[config.mk]
export PLATFORM = sky130hd
export DESIGN_NAME = nfca_tx_modulate_flat
export DESIGN_NICKNAME = d
export VERILOG_FILES = /design/src/rtl/nfca_tx_modulate_if.sv /design/src/rtl/nfca_tx_modulate.sv /design/src/flat_wrapper.sv
export SDC_FILE = /design/constraint.sdc
export NUM_CORES = 1
export LEC_CHECK = 0
export BUFFER_PORTS_ARGS = -buffer_cell sky130_fd_sc_hd__buf_2
export CORE_ASPECT_RATIO = 1.1
export CORE_MARGIN = 3
export CORE_UTILIZATION = 60
export CTS_BUF_LIST = sky130_fd_sc_hd__clkbuf_8 sky130_fd_sc_hd__clkbuf_16
export DETAILED_ROUTE_END_ITERATION = 8
export PLACE_DENSITY_LB_ADDON = 0.3
export SETUP_SLACK_MARGIN = 0.5
export SLEW_MARGIN = 20
export SYNTH_ARGS = -nofsm -noshare
export SYNTH_HDL_FRONTEND = slang
export SYNTH_SLANG_ARGS = --single-unit
[constraint.sdc]
create_clock -name clk -period 4.6 [get_ports clk]
set_input_delay 0.92 -clock clk [delete_from_list [all_inputs] [get_ports clk]]
set_output_delay 0.92 -clock clk [all_outputs]
set_load 0.1 [all_outputs]
[src/rtl/nfca_tx_modulate_if.sv]
// Bit-strobe and modulation handshake between nfca_tx_frame, nfca_tx_modulate and the RF front-end.
// The slave modport is the modulator; the master side is the frame source and pause observer.
interface nfca_tx_modulate_if;
    logic tx_req;
    logic tx_en;
    logic tx_bit;
    logic carrier_on;
    logic tx_busy;
    logic tx_done;

    modport master (
        input  tx_req,
        input  carrier_on,
        input  tx_busy,
        input  tx_done,
        output tx_en,
        output tx_bit
    );

    modport slave (
        output tx_req,
        output carrier_on,
        output tx_busy,
        output tx_done,
        input  tx_en,
        input  tx_bit
    );
endinterface

[src/rtl/nfca_tx_modulate.sv]
// ISO14443-A PCD->PICC bit timing and modified-Miller (X/Y/Z) encoder.
// Samples tx_en/tx_bit at the last phase of each bit period and emits the symbol during the next one.
module nfca_tx_modulate #(
    parameter int unsigned BIT_LEN   = 768,
    parameter int unsigned PAUSE_LEN = 192
) (
    input  logic              rstn,
    input  logic              clk,
    nfca_tx_modulate_if.slave bus
);

    localparam int unsigned     PH_W    = $clog2(BIT_LEN);
    localparam logic [PH_W-1:0] PH_LAST = PH_W'(BIT_LEN - 1);
    localparam logic [PH_W-1:0] Z_END   = PH_W'(PAUSE_LEN);
    localparam logic [PH_W-1:0] X_START = PH_W'(BIT_LEN / 2);
    localparam logic [PH_W-1:0] X_END   = PH_W'(BIT_LEN / 2 + PAUSE_LEN);

    typedef enum logic [1:0] {
        ST_IDLE,
        ST_ACTIVE,
        ST_TAIL
    } state_t;

    typedef enum logic [1:0] {
        SYM_X,
        SYM_Y,
        SYM_Z
    } sym_t;

    logic [PH_W-1:0] ph;
    state_t          state;
    state_t          state_nxt;
    sym_t            sym;
    sym_t            sym_nxt;
    logic            prev0;
    logic            prev0_nxt;
    logic            done_nxt;
    logic            sample;
    logic            pause;
    logic            tx_req_q;
    logic            carrier_q;
    logic            tx_done_q;

    assign sample = (ph == PH_LAST);

    // Pause windows are decoded from the current ph; the carrier register adds the one-cycle offset.
    always_comb begin
        pause = 1'b0;
        case (sym)
            SYM_Z:   pause = (ph < Z_END);
            SYM_X:   pause = (ph >= X_START) && (ph < X_END);
            default: pause = 1'b0;
        endcase
    end

    always_comb begin
        state_nxt = state;
        sym_nxt   = sym;
        prev0_nxt = prev0;
        done_nxt  = 1'b0;
        if (sample) begin
            case (state)
                ST_IDLE: begin
                    if (bus.tx_en) begin
                        sym_nxt   = SYM_Z;
                        prev0_nxt = 1'b1;
                        state_nxt = ST_ACTIVE;
                    end else begin
                        sym_nxt = SYM_Y;
                    end
                end
                ST_ACTIVE: begin
                    if (!bus.tx_en) begin
                        sym_nxt   = SYM_Y;
                        state_nxt = ST_TAIL;
                    end else if (bus.tx_bit) begin
                        sym_nxt   = SYM_X;
                        prev0_nxt = 1'b0;
                    end else begin
                        sym_nxt   = prev0 ? SYM_Z : SYM_Y;
                        prev0_nxt = 1'b1;
                    end
                end
                ST_TAIL: begin
                    // Trailer ends here; the same sample may already start the next frame.
                    done_nxt = 1'b1;
                    if (bus.tx_en) begin
                        sym_nxt   = SYM_Z;
                        prev0_nxt = 1'b1;
                        state_nxt = ST_ACTIVE;
                    end else begin
                        sym_nxt   = SYM_Y;
                        prev0_nxt = 1'b0;
                        state_nxt = ST_IDLE;
                    end
                end
                default: begin
                    sym_nxt   = SYM_Y;
                    prev0_nxt = 1'b0;
                    state_nxt = ST_IDLE;
                end
            endcase
        end
    end

    always_ff @(posedge clk or negedge rstn) begin
        if (!rstn) begin
            ph        <= '0;
            state     <= ST_IDLE;
            sym       <= SYM_Y;
            prev0     <= 1'b0;
            tx_req_q  <= 1'b0;
            carrier_q <= 1'b1;
            tx_done_q <= 1'b0;
        end else begin
            ph        <= sample ? '0 : ph + 1'b1;
            state     <= state_nxt;
            sym       <= sym_nxt;
            prev0     <= prev0_nxt;
            tx_req_q  <= sample;
            carrier_q <= ~pause;
            tx_done_q <= done_nxt;
        end
    end

    assign bus.tx_req     = tx_req_q;
    assign bus.carrier_on = carrier_q;
    assign bus.tx_busy    = (state != ST_IDLE);
    assign bus.tx_done    = tx_done_q;

endmodule

[src/flat_wrapper.sv]
// flat-port wrapper written by rule: the top's interface ports become plain ports
module nfca_tx_modulate_flat 
#(
    parameter int unsigned BIT_LEN   = 768,
    parameter int unsigned PAUSE_LEN = 192
)
  (rstn, clk, bus_tx_req, bus_carrier_on, bus_tx_busy, bus_tx_done, bus_tx_en, bus_tx_bit);
  nfca_tx_modulate_if bus_i ();
  input  logic rstn;
  input  logic clk;
  output wire logic [$bits(bus_i.tx_req)-1:0] bus_tx_req;
  output wire logic [$bits(bus_i.carrier_on)-1:0] bus_carrier_on;
  output wire logic [$bits(bus_i.tx_busy)-1:0] bus_tx_busy;
  output wire logic [$bits(bus_i.tx_done)-1:0] bus_tx_done;
  input wire logic [$bits(bus_i.tx_en)-1:0] bus_tx_en;
  input wire logic [$bits(bus_i.tx_bit)-1:0] bus_tx_bit;
  assign bus_tx_req = bus_i.tx_req;
  assign bus_carrier_on = bus_i.carrier_on;
  assign bus_tx_busy = bus_i.tx_busy;
  assign bus_tx_done = bus_i.tx_done;
  assign bus_i.tx_en = bus_tx_en;
  assign bus_i.tx_bit = bus_tx_bit;
  nfca_tx_modulate #(.BIT_LEN(BIT_LEN), .PAUSE_LEN(PAUSE_LEN)) u_core (.rstn(rstn), .clk(clk), .bus(bus_i));
endmodule
Yosys cells after proc, flatten, opt, wreduce, memory -nomap -nowiden
Index checks and enable logic that the tools add are counted.
- logic and storage cells: 44
- input bits: 4
- output and inout port bits: 4
- bits in registers: 18
- mux-type cells: 18
- $lt $le $gt $ge: 3
- reductions and logical operators: 7
- eq/ne operators: 7
- add/sub/neg operators: 1
- bitwise logic cells: 1
- operator list (cell ; count):
    2-to-1 mux 2 bit ; 6
    adder 10 x 1 -> 10 bit, second input constant ; 1
    == test 10 bit, second input constant ; 1
    >= comparator 10 x 9 -> 1 bit, second input constant ; 1
    < comparator 10 bit, second input constant ; 1
    < comparator 10 x 8 -> 1 bit, second input constant ; 1
    2-to-1 mux 10 bit ; 1
    2-to-1 mux 1 bit ; 7
    != test 2 bit, second input constant ; 3
    case mux 2 bit (3 select lines) ; 1
    AND reduction 3 bit ; 2
    == test 2 bit, second input constant ; 2
    logical NOT 2 bit ; 2
    case mux 2 bit (2 select lines) ; 1
    case mux 1 bit (3 select lines) ; 1
    == test 2 x 1 -> 1 bit, second input constant ; 1
    case mux 1 bit (2 select lines) ; 1
    nonzero test 2 bit ; 1
    OR reduction 2 bit ; 1
    logical AND 1 bit ; 1
    NOT 1 bit ; 1

Logic depth before layout (Yosys ltp)
Gate-level depths: netlist (run 1).
- word-level depth: 4
- mapped depth: 4
- mapped depth without buffers: 4

Least setup slack after synthesis (run 1)
No wires, ideal clock.
- path kind: reg-to-output
- start: register u_core.state[1]
- end: output port bus_tx_busy
- slack: 2.593 ns
- data arrival time: 1.087 ns
- path buffers: 0
- data required time: 3.680 ns
- cell stages (with the launch flop): 3
- cells stage by stage: dfrtp_1 -> inv_1 -> nand2_1
- cells in the longest elaborated chain, start to end: 1
- ends and longest elaborated chain (what ; line ; RTL):
    start, declared ; nfca_tx_modulate.sv:31 ; state_t state;
    start signal, assigned ; nfca_tx_modulate.sv:117 ; state <= state_nxt;
    nonzero test 2 bit ; nfca_tx_modulate.sv:128 ; assign bus.tx_busy = (state != ST_IDLE);
    end, declared ; flat_wrapper.sv:13 ; output wire logic [$bits(bus_i.tx_busy)-1:0] bus_tx_busy;
No other way between the ends.

Worst setup path after layout (run 1)
Ends and elaborated chain as after synthesis.

==> results of run 1 <==
[logic make-up (layout without fill, tap and decap cells)]
kind of cell / Yosys count / in the layout
compound gates: 19 / 19
xor+xnor: 3 / 3
fa+ha+maj: 2 / 2
buf+inv: 7 / 18
flops: 18 / 18
mux: 4 / 4
simple gates: 25 / 25
[layer usage]
metal	GRT usage [%]	part of all wire [%]	wire length (um)
met5	0	0	0
met4	9.317	1.9	27
met3	8.300	6.1	88
met2	29.48	48	691
met1	19.19	44	643
[flip-flops by register name (all words and copies together) (netlist names)]
signal	count
u_core.state	2
u_core.ph	10
u_core.bus.carrier_on	1
u_core.bus.tx_req	1
u_core.sym	2
u_core.prev0	1
u_core.bus.tx_done	1
[synthesized netlist by cell type (2+ instances only)]
cell and instances:
nand2b_1 2, dfstp_2 2, nand2_1 5, dfrtp_1 16
ha_1 2, xor2_1 2, o21ai_0 7, or4_1 2
a31oi_1 3, nor2_1 4, mux2i_1 3, inv_1 7
nand3_1 2
[critical path: stages, from the launching register on]
cell and delay (ps):
dfrtp_1 410, inv_1 80, nand2_1 70, buf_2 410
[area by class of cell]
cell class	count	area, um2
Inverter	7	26.28
Tap cell	15	18.77
Sequential cell	18	452.9
Timing Repair Buffer	7	35.03
Multi-Input combinational cell	53	395.4
Clock buffer	4	55.05
Fill cell	89	285.3
[stage by stage]
stage	util, %	total power (W)
4_1_cts	77.51	0.0002928
3_3_place_gp	73.18	0.0001661
6_report	77.51	0.0002904
2_1_floorplan	-	0.0001614
5_1_grt	77.51	0.0003016
3_5_place_dp	73.18	0.0001661
[report_power, final]
group / switching (W) / internal (W) / total, W
clock network: 0.0000513 / 0.0000761 / 0.000127
logic: 0.00000370 / 0.000000994 / 0.00000469
registers: 0 / 0.000158 / 0.000158
[layout by cell type (no fill, tap or decap), drive strengths merged]
cell type,netlist,final
dfrtp,16,16
o21ai,7,7
inv,7,7
buf,0,7
nand2,5,5
nor2,4,4
clkbuf,0,4
a31oi,3,3
mux2i,3,3
nand3,3,3
nand2b,2,2
or4,2,2
xor2,2,2
ha,2,2
dfstp,2,2
nand4,2,2
nor3,1,1
o21a,1,1
o22a,1,1
or3,1,1
a21oi,1,1
xnor2,1,1
o32ai,1,1
nor2b,1,1
o311ai,1,1
or3b,1,1
a2111o,1,1
nor4,1,1
a31o,1,1
and3,1,1
o21ba,1,1
mux2,1,1
a32o,1,1
nor3b,1,1
[worst paths after layout]
| kind | to | slack (ps) | startpoint |
|---|---|---|---|
| setup / recovery | bus_tx_busy | 2460 | u_core.state[1] |
| hold / removal | u_core.ph[0] | 520 | u_core.ph[0] |
| setup reg to reg | u_core.sym[0] | 2840 | u_core.ph[0] |
| hold reg to reg | u_core.ph[0] | 520 | u_core.ph[0] |
| max in group asynchronous | u_core.bus.carrier_on | 3710 | rstn |
| min in group asynchronous | u_core.ph[5] | 580 | rstn |
==> summary.txt, run 1 <==
Global route
  • Vias in the first global route: roughly 600
  • Largest net degree at the start of global routing: 19
  • Initial antenna violation count: 0
  • First-pass GRT wire length: 2.415 mm
  • All-Layer GR Usage: 17.80%
  • GRT overflow: 0

STA
  • Slew at the pin with the worst max-slew slack: 542.0 ps
  • Max-slew violations: 0
  • Final hold slack: approximately 520 ps
  • FMAX: ~470 MHz
  • Post-route minimum period: 2140 ps
  • Final hold violations: 0
  • Post-route setup slack: about 2500 ps
  • Setup TNS Final: 0 ps
  • Final setup fails: 0
  • RSZ-0062 raised after global routing: no
  • Final Skew: between 2 and 2.5 ps
  • Slew headroom: around 64%
  • Period utilisation layout: between 40% and 50%

Drt
  • Wire per inst: roughly 14 um
  • 1st-pass router iterations: 4
  • Vias per cell: 6.067
  • 1st-iter DRT viols: 6
  • Vias after detailed routing: 631
  • # DRC: 0
  • Final ANT Viol Nets: 0
  • Final WL: 1.450 mm

CTS
  • CTS hold repair buffers: 0
  • Worst-path clk slew: 70 ps
  • Clock latency on the worst-skew pair: approximately 250 ps
  • Setup Fix Bufs, Post-CTS: 0
  • CTS sink cnt: 18
  • CTS tree: yes
  • Clock buffer depth: 2
  • Post-CTS sizing: 0
  • CTS H-tree lvls: 1
  • CTS root buf: clkbuf_8
  • CTS buffer count: 3

Synth
  • Adder-Cell Fraction of Synth Area: between 2 and 3%
  • Netlist Area Pre-Place: 874.6 um2
  • Seq cells post-synth: 18
  • Largest family of logic cells by synthesized area: simple AND/OR/NAND/NOR gates
  • Synth top area cells: dfrtp_1 46%, dfstp_2 6.0%, o21ai_0 4.0%
  • Synth warn: 0
  • Area leader, netlist: dfrtp_1
  • Main flop type after synthesis: dfrtp_1
  • Mapped Avg Cell Area: around 11 um2
  • FFs w/ async S/R, synth: between 90% and 100%
  • Number of synthesized flops with an enable pin: 0
  • Post-Synthesis Cells: 78
  • Distinct cell type count after synthesis: 34
  • XOR/XNOR Fraction of Synth Area: 3.004%
  • Post-Syn Nets: between 80 and 90
  • Simple-gate area share of the yosys netlist: a little under a fifth
  • Multiplexer area fraction after synthesis: under 10%
  • Synth Area in Compound Gates: between 10% and 20%
  • Yosys top cell area share: a little under half
  • Fraction of the yosys area taken by sequential cells: between 50% and 60%

Worst setup path
  • Crit path kind: flop to output port
  • CP Max Fanout: 6
  • Setup crit end kind: output port
  • Required time of the critical path: 3680 ps
  • Crit path arrival time: approximately 1200 ps
  • R2r worst-path depth: 4
  • Startpoint types: flop

Power and ir drop
  • Pleak: 0.4624 nW
  • Power density over the cells: around 300 nW/um2
  • Worst VDD drop: 0.2485 mV

Worst hold path
  • Worst hold path type: flop to flop
  • Hold depth: 1

Place
  • Placed Cells: 100
  • Final Wtd Congestion: 0.7197
  • Place WS: ~2700 ps
  • DP HPWL: between 1 and 1.5 mm
  • Cell Area, Placed: a little over 900 um2
  • IO Port Bufs: 7

Flow run
  • Total of max-cap violations: 0

Floorplanning
  • Initial core utilization: 68.93%
  • Chip Height: around 46 um
  • Die X-Extent: roughly 42 um
  • Placeable Area: between 1000 and 1500 um2
  • Die area: approximately 2000 um2
  • Num rows: 13
  • IO Pins: 8

Finish
  • Fin cells: ~100
  • Post-route design area: roughly 1000 um2
  • Layout cell share with drive strength beyond 1: between 20% and 30%
  • Inserted Diodes: 0
  • Final #Nets: 96
  • Area grow syn2layout: 12.45%

Status
  • Status: complete, no violations
Note: power is estimated with default switching activity, not from simulation.
==> run 2, diff against run 1 <==
--- a/config.mk
+++ b/config.mk
@@ -8,7 +8,7 @@
 export BUFFER_PORTS_ARGS = -buffer_cell sky130_fd_sc_hd__buf_2
 export CORE_ASPECT_RATIO = 1.1
 export CORE_MARGIN = 3
-export CORE_UTILIZATION = 60
+export CORE_UTILIZATION = 50
 export CTS_BUF_LIST = sky130_fd_sc_hd__clkbuf_8 sky130_fd_sc_hd__clkbuf_16
 export DETAILED_ROUTE_END_ITERATION = 8
 export PLACE_DENSITY_LB_ADDON = 0.3
==> constraint.sdc (replaced) <==
create_clock -name clk -period 1.9 [get_ports clk]
set_input_delay 0.38 -clock clk [delete_from_list [all_inputs] [get_ports clk]]
set_output_delay 0.38 -clock clk [all_outputs]
set_load 0.1 [all_outputs]
==> run 2 against run 1 <==
Combinational power grew to 2.5 times the previous value. Utilization is 2.1 points lower. Clock power is 150% higher. Cell area is 24% higher. Global-route usage is 3.0 points higher. Clock skew is 2.8 ps higher. Cell count is 21% higher. First-iteration DRC count is 130% higher. Critical path depth stayed put. Die area is 17% higher. Largest cell class unchanged. Clock-buffer cell count stayed put. Sequential share of layout area is 8.2 points lower.
==> summary.txt, run 2 (synthesized netlist as in run 1, its figures left out) <==
Worst setup path
  • Crit-path slowest cell: or4_4 (was dfrtp_1)
  • Setup crit end kind: flop (was output port)
  • Required time of the critical path: 2040 ps (was 3680 ps)
  • CP Max Fanout: 3 (was 6)
  • CP top delay family: simple AND/OR/NAND/NOR gates (was buffers and inverters)
  • Worst-path cell chain: nand2b_4 -> or4_4 -> a32o_1 (was inv_1 -> nand2_1 -> buf_2)
  • R2r worst-path depth: 3 (was 4)
  • CP peak stage delay: 510 ps (was 410 ps)
  • Worst R2R Start: u_core.ph[8] (was u_core.ph[0])
  • Reg-to-reg setup timing slack: 460 ps (was 2840 ps)
  • Worst flop-to-flop path endpoint: u_core.prev0 (was u_core.sym[0])
  • Crit path kind: flop to flop (was flop to output port)
  • Critical path origin: u_core.ph[8] (was u_core.state[1])
  • WP buf/inv: 0 (was 2)
  • Crit path arrival time: 1580 ps (was 1220 ps)
  • Startpoint types: flop (unchanged)

Worst hold path
  • Worst hold path type: primary input to async pin (was flop to flop)

Status
  • Status: complete, no violations (unchanged)

Finish
  • Final #Nets: 116 (was 96)
  • Inserted Diodes: 0 (unchanged)
  • Finished Core Util: 75.43% (was 77.51%)
  • Layout cell share with drive strength beyond 1: 48.62% (was 22.47%)
  • Max FFs per register: 10 (unchanged)
  • Top Registers: u_core.ph x10, u_core.state x2, u_core.sym x2 (unchanged)
  • Most common cell after layout, fill and taps aside: buf_4 (was dfrtp_1)
  • Fill count: 111 (was 89)
  • Area grow syn2layout: 39.20% (was 12.45%)
  • Biggest register: u_core.ph (unchanged)
  • Commonest cells after routing, fill and taps aside: 17 x buf_4, 10 x dfrtp_1, 7 x o21ai_0, 6 x dfrtp_2, 5 x inv_1 (was 16 x dfrtp_1, 7 x o21ai_0, 7 x inv_1, 7 x buf_2, 5 x nand2_1)

Drt
  • Final WL: 2.026 mm (was 1.450 mm)
  • Final ANT Viol Nets: 0 (unchanged)
  • Vias after detailed routing: 729 (was 631)
  • 1st-iter DRT viols: 14 (was 6)
  • Wire per inst: 16.08 um (was 13.94 um)
  • Vias per cell: 5.786 (was 6.067)
  • 1st-pass router iterations: 4 (unchanged)
  • # DRC: 0 (unchanged)

Global route
  • First-pass GRT wire length: 3.318 mm (was 2.415 mm)
  • Vias in the first global route: 727 (was 599)
  • Initial antenna violation count: 0 (unchanged)
  • Largest net degree at the start of global routing: 19 (unchanged)
  • GRT overflow: 0 (unchanged)
  • All-Layer GR Usage: 20.78% (was 17.80%)

STA
  • Final setup fails: 0 (unchanged)
  • Period utilisation layout: between 70% and 80%
  • Slew headroom: 73.58% (was 63.75%)
  • Final hold violations: 0 (unchanged)
  • Post-route minimum period: approximately 1400 ps
  • Slew at the pin with the worst max-slew slack: 396.2 ps (was 542.0 ps)
  • Max-slew violations: 0 (unchanged)
  • Final Skew: 5.170 ps (was 2.395 ps)
  • RSZ-0062 raised after global routing: yes (was no)
  • FMAX: 693.5 MHz
  • Setup TNS Final: 0 ps (unchanged)

Place
  • Final Wtd Congestion: 0.7914 (was 0.7197)
  • DP HPWL: 1.152 mm (was 1.021 mm)
  • IO Port Bufs: 7 (unchanged)

CTS
  • CTS sink cnt: 18 (unchanged)
  • Clock buffer depth: 2 (unchanged)
  • CTS tree: yes (unchanged)
  • CTS H-tree lvls: 1 (unchanged)
  • CTS buffer count: 3 (unchanged)
  • Clock latency on the worst-skew pair: 260 ps (was 250 ps)
  • CTS root buf: clkbuf_8 (unchanged)
  • Worst-path clk slew: 70 ps (about the same)

Power and ir drop
  • Cell-internal power: 0.0005699 W (was 0.0002354 W)
  • Power density over the cells: 585.0 nW/um2 (was 295.3 nW/um2)
  • Power share of the clock group: 44.6% (was 43.8%)
  • Switching Share: 19.98% (was 18.93%)
  • Switching Power: 0.0001423 W (was 0.00005498 W)
  • Pleak: 0.5625 nW (was 0.4624 nW)
  • Worst VDD drop: 0.4765 mV (was 0.2485 mV)
  • Part of the power in registers: 53.8% (was 54.5%)
  • Combinational power share: 1.7% (was 1.6%)

Floorplanning
  • Num rows: 15 (was 13)
  • Initial core utilization: 54.19% (was 68.93%)
  • IO Pins: 8 (unchanged)
  • Die X-Extent: 45.88 um (was 42.40 um)
  • Chip Height: 49.87 um (was 46.04 um)
  • Placeable Area: 1614 um2 (was 1269 um2)
  • Die area: 2288 um2 (was 1952 um2)

Flow run
  • Total of max-cap violations: 0 (unchanged)
[run 2: what timing repair did]
action	4_1_cts	5_1_grt
buffers inserted	11	8
resized for setup	10	11
setup endpoints to repair	9	11
pin swaps	3	4
hold buffers	0	0
[run 2: layer usage]
metal,routed length (um),track usage [%]
met3,51,3.285
met2,1076,33.72
met4,50,13.74
met1,848,23.95
met5,0,0
[run 2: power by group through the flow]
stage | clock network (W) | registers (W) | logic (W)
global route | 0.000342 | 0.000383 | 0.0000136
floorplan | 0 | 0.000391 | 0.000000187
global placement | 0 | 0.000390 | 0.0000119
CTS | 0.000322 | 0.000383 | 0.0000121
detailed placement | 0 | 0.000390 | 0.0000121
finish | 0.000317 | 0.000383 | 0.0000118
[run 2: cell type report]
type | instances | area [um2] | area share (%)
Sequential cell | 18 | 460.4 | 37.82
Timing Repair Buffer | 27 | 217.7 | 17.88
Clock buffer | 4 | 55.05 | 4.522
Tap cell | 17 | 21.27 | 1.747
Inverter | 7 | 26.28 | 2.158
Multi-Input combinational cell | 53 | 436.7 | 35.87
[run 2: worst max-delay path by stage]
stage / endpoint / depth (start not counted)
finish: u_core.prev0 / 3
global route: u_core.prev0 / 3
CTS: u_core.prev0 / 3
detailed placement: u_core.prev0 / 3
global placement: u_core.state[1] / 5
floorplan: u_core.sym[0] / 4
[run 2: metrics by stage]
stage | instances | power [W] | hold WS, ps | worst slack (ps) | area (um2)
2_1_floorplan | 78 | 0.0003907 | 84.41 | 480.8 | 904.6
3_3_place_gp | 103 | 0.0004023 | 324.4 | 402.1 | 968.4
3_5_place_dp | 103 | 0.0004024 | 327.7 | 360.3 | 968.4
4_1_cts | 118 | 0.0007167 | 49.46 | 447.1 | 1129
5_1_grt | 126 | 0.0007381 | 55.06 | 431.9 | 1217
6_report | 126 | 0.0007122 | 38.89 | 458.0 | 1217
[run 2: worst register-to-register path: stages (launching register included)]
cell and delay (ps):
dfrtp_2 430, nand2b_4 160, or4_4 510, a32o_1 230
==> run 3, diff against run 2 <==
==> constraint.sdc (replaced) <==
create_clock -name clk -period 1.2 [get_ports clk]
set_input_delay 0.24 -clock clk [delete_from_list [all_inputs] [get_ports clk]]
set_output_delay 0.24 -clock clk [all_outputs]
set_load 0.1 [all_outputs]
==> run 3 against run 2 <==
The flow now finishes with violations (negative hold slack, negative setup slack). Sequential power grew 58%. Register-to-register slack worse by 710 ps. Fmax is 1.0% lower. Non-clock buffer count is 12 higher. Critical path depth rose by 2. Clock power grew 58%. Wire length grew 32%. First-iteration DRC count up 14%. Largest cell class is now multi-input gates.
==> summary.txt, run 3 (synthesized netlist as in run 1, its figures left out) <==
Status
  • Status: finished with violations (was complete, no violations)
  • Failing checks: negative hold slack, negative setup slack

Drt
  • Final ANT Viol Nets: 0 (unchanged)
  • Vias after detailed routing: 840 (was 729)
  • 1st-pass router iterations: 4 (unchanged)
  • Wire per inst: 19.41 um (was 16.08 um)
  • Final WL: 2.679 mm (was 2.026 mm)
  • # DRC: 0 (unchanged)
  • Vias per cell: 6.087 (was 5.786)
  • 1st-iter DRT viols: 16 (was 14)

Worst setup path
  • Setup crit end kind: flop (unchanged)
  • Crit path kind: flop to flop (unchanged)
  • Reg-to-reg setup timing slack: -260 ps (was 460 ps)
  • R2r worst-path depth: 5 (was 3)
  • Startpoint types: flop (unchanged)
  • CP Max Fanout: 5 (was 3)
  • Worst flop-to-flop path endpoint: u_core.ph[8] (was u_core.prev0)
  • Worst R2R Start: u_core.ph[1] (was u_core.ph[8])
  • Crit path arrival time: 1640 ps (was 1580 ps)
  • Required time of the critical path: 1380 ps (was 2040 ps)

Power and ir drop
  • Worst VDD drop: 0.9385 mV (was 0.4765 mV)
  • Pleak: 0.6490 nW (was 0.5625 nW)
  • Power density over the cells: 780.5 nW/um2 (was 585.0 nW/um2)

Floorplanning
  • Initial core utilization: 54.19% (unchanged)
  • Placeable Area: 1614 um2 (unchanged)
  • Die X-Extent: 45.88 um (unchanged)
  • Die area: 2288 um2 (unchanged)
  • Chip Height: 49.87 um (unchanged)
  • IO Pins: 8 (unchanged)
  • Num rows: 15 (unchanged)

Finish
  • Commonest cells after routing, fill and taps aside: 20 x buf_4, 12 x buf_6, 12 x dfrtp_1, 5 x o21ai_0, 5 x inv_1 (was 17 x buf_4, 10 x dfrtp_1, 7 x o21ai_0, 6 x dfrtp_2, 5 x inv_1)
  • Biggest register: u_core.ph (unchanged)
  • Top Registers: u_core.ph x10, u_core.state x2, u_core.sym x2 (unchanged)
  • Inserted Diodes: 0 (unchanged)
  • Final #Nets: 128 (was 116)
  • Most common cell after layout, fill and taps aside: buf_4 (unchanged)
  • Area grow syn2layout: 65.52% (was 39.20%)
  • Max FFs per register: 10 (unchanged)
  • Layout cell share with drive strength beyond 1: 57.02% (was 48.62%)

Global route
  • Largest net degree at the start of global routing: 19 (unchanged)
  • Initial antenna violation count: 0 (unchanged)
  • GRT overflow: 0 (unchanged)
  • All-Layer GR Usage: 22.08% (was 20.78%)
  • Vias in the first global route: 818 (was 727)
  • First-pass GRT wire length: 3.636 mm (was 3.318 mm)

STA
  • RSZ-0062 raised after global routing: yes (unchanged)
  • Slew headroom: 73.17% (was 73.58%)
  • Post-route setup slack: -256.6 ps (was 458.0 ps)
  • Setup TNS Final: -2414 ps (was 0 ps)
  • Max-slew violations: 0 (unchanged)
  • Final hold slack: -95.09 ps (was 38.89 ps)
  • Post-route minimum period: 1457 ps (was 1442 ps)
  • Period utilisation layout: 121.4% (was 75.90%)
  • FMAX: 686.5 MHz (was 693.5 MHz)
  • Slew at the pin with the worst max-slew slack: 402.5 ps (was 396.2 ps)
  • Final hold violations: 16 (was 0)
  • Final setup fails: 17 (was 0)
  • Final Skew: 1.019 ps (was 5.170 ps)

Place
  • IO Port Bufs: 7 (unchanged)
  • DP HPWL: 1.535 mm (was 1.152 mm)
  • Final Wtd Congestion: 0.7902 (was 0.7914)
  • Place WS: -198.0 ps (was 360.3 ps)

CTS
  • CTS buffer count: 3 (unchanged)
  • Worst-path clk slew: 70 ps (about the same)
  • Clock latency on the worst-skew pair: 250 ps (was 260 ps)
  • CTS H-tree lvls: 1 (unchanged)
  • CTS tree: yes (unchanged)
  • CTS root buf: clkbuf_8 (unchanged)
  • Clock buffer depth: 2 (unchanged)
  • CTS sink cnt: 18 (unchanged)

Worst hold path
  • Worst hold path type: primary input to async pin (unchanged)

Flow run
  • Total of max-cap violations: 0 (unchanged)
==> run 3: how the worst max path moves through the flow <==
stage | start | to | slack (ps)
after floorplan | u_core.ph[0] | u_core.sym[0] | -220
after detailed placement | u_core.ph[1] | u_core.prev0 | -200
after global routing | u_core.ph[1] | u_core.ph[8] | -290
after global placement | u_core.ph[6] | u_core.state[0] | -160
final | u_core.ph[1] | u_core.ph[8] | -260
after CTS | u_core.ph[0] | u_core.prev0 | -200
==> run 3: cell type report <==
class | instances | area, um2
multi-input cells | 53 | 493.0
flip-flops and latches | 18 | 464.2
repair buffers | 39 | 380.4
fillers | 72 | 166.4
clock buffers | 4 | 55.05
inverters | 7 | 33.78
well taps | 17 | 21.27
==> run 3: metal layers <==
| metal | up-vias | GRT usage [%] | share of wire (%) |
|---|---|---|---|
| met5 | - | 0 | 0 |
| met4 | 0 | 12.32 | 3.4 |
| met3 | 12 | 3.650 | 3.4 |
| met2 | 31 | 36.70 | 55 |
| met1 | 419 | 25.58 | 38 |
| li1 | 378 | - | - |
==> run 3: timing repair <==
| action | CTS | global route |
|---|---|---|
| setup buffers | 2 | 7 |
| endpoints found under the setup margin | 22 | 22 |
| resized for setup | 15 | 14 |
| hold endpoints to repair | 16 | 16 |
| pin swaps | 7 | 6 |
==> run 3: report_power, final <==
group	leakage [nW]	internal, W	switching, W
registers	0.208	0.000606	0
clock network	0.0288	0.000292	0.000210
logic	0.412	0.00000588	0.0000158
total	0.649	0.000904	0.000226
==> run 3: worst max-delay path, cell delays in order (launching register included) <==
cell and delay, ps:
dfrtp_1 400, ha_4 180, nand3_4 100, buf_4 180
or4_1 420, nand2_1 110
==> run 3: metrics by stage <==
stage	total power (W)	utilization, %	hold slack, ps	std cells	cell area, um2
floorplan	0.0006184	-	-55.59	78	928.4
global placement	0.0006393	75.43	184.8	125	1217
detailed placement	0.0006405	75.43	190.9	125	1217
CTS	0.001122	82.71	-76.62	131	1335
global route	0.001162	89.69	-78.96	138	1448
finish	0.001130	89.69	-95.09	138	1448
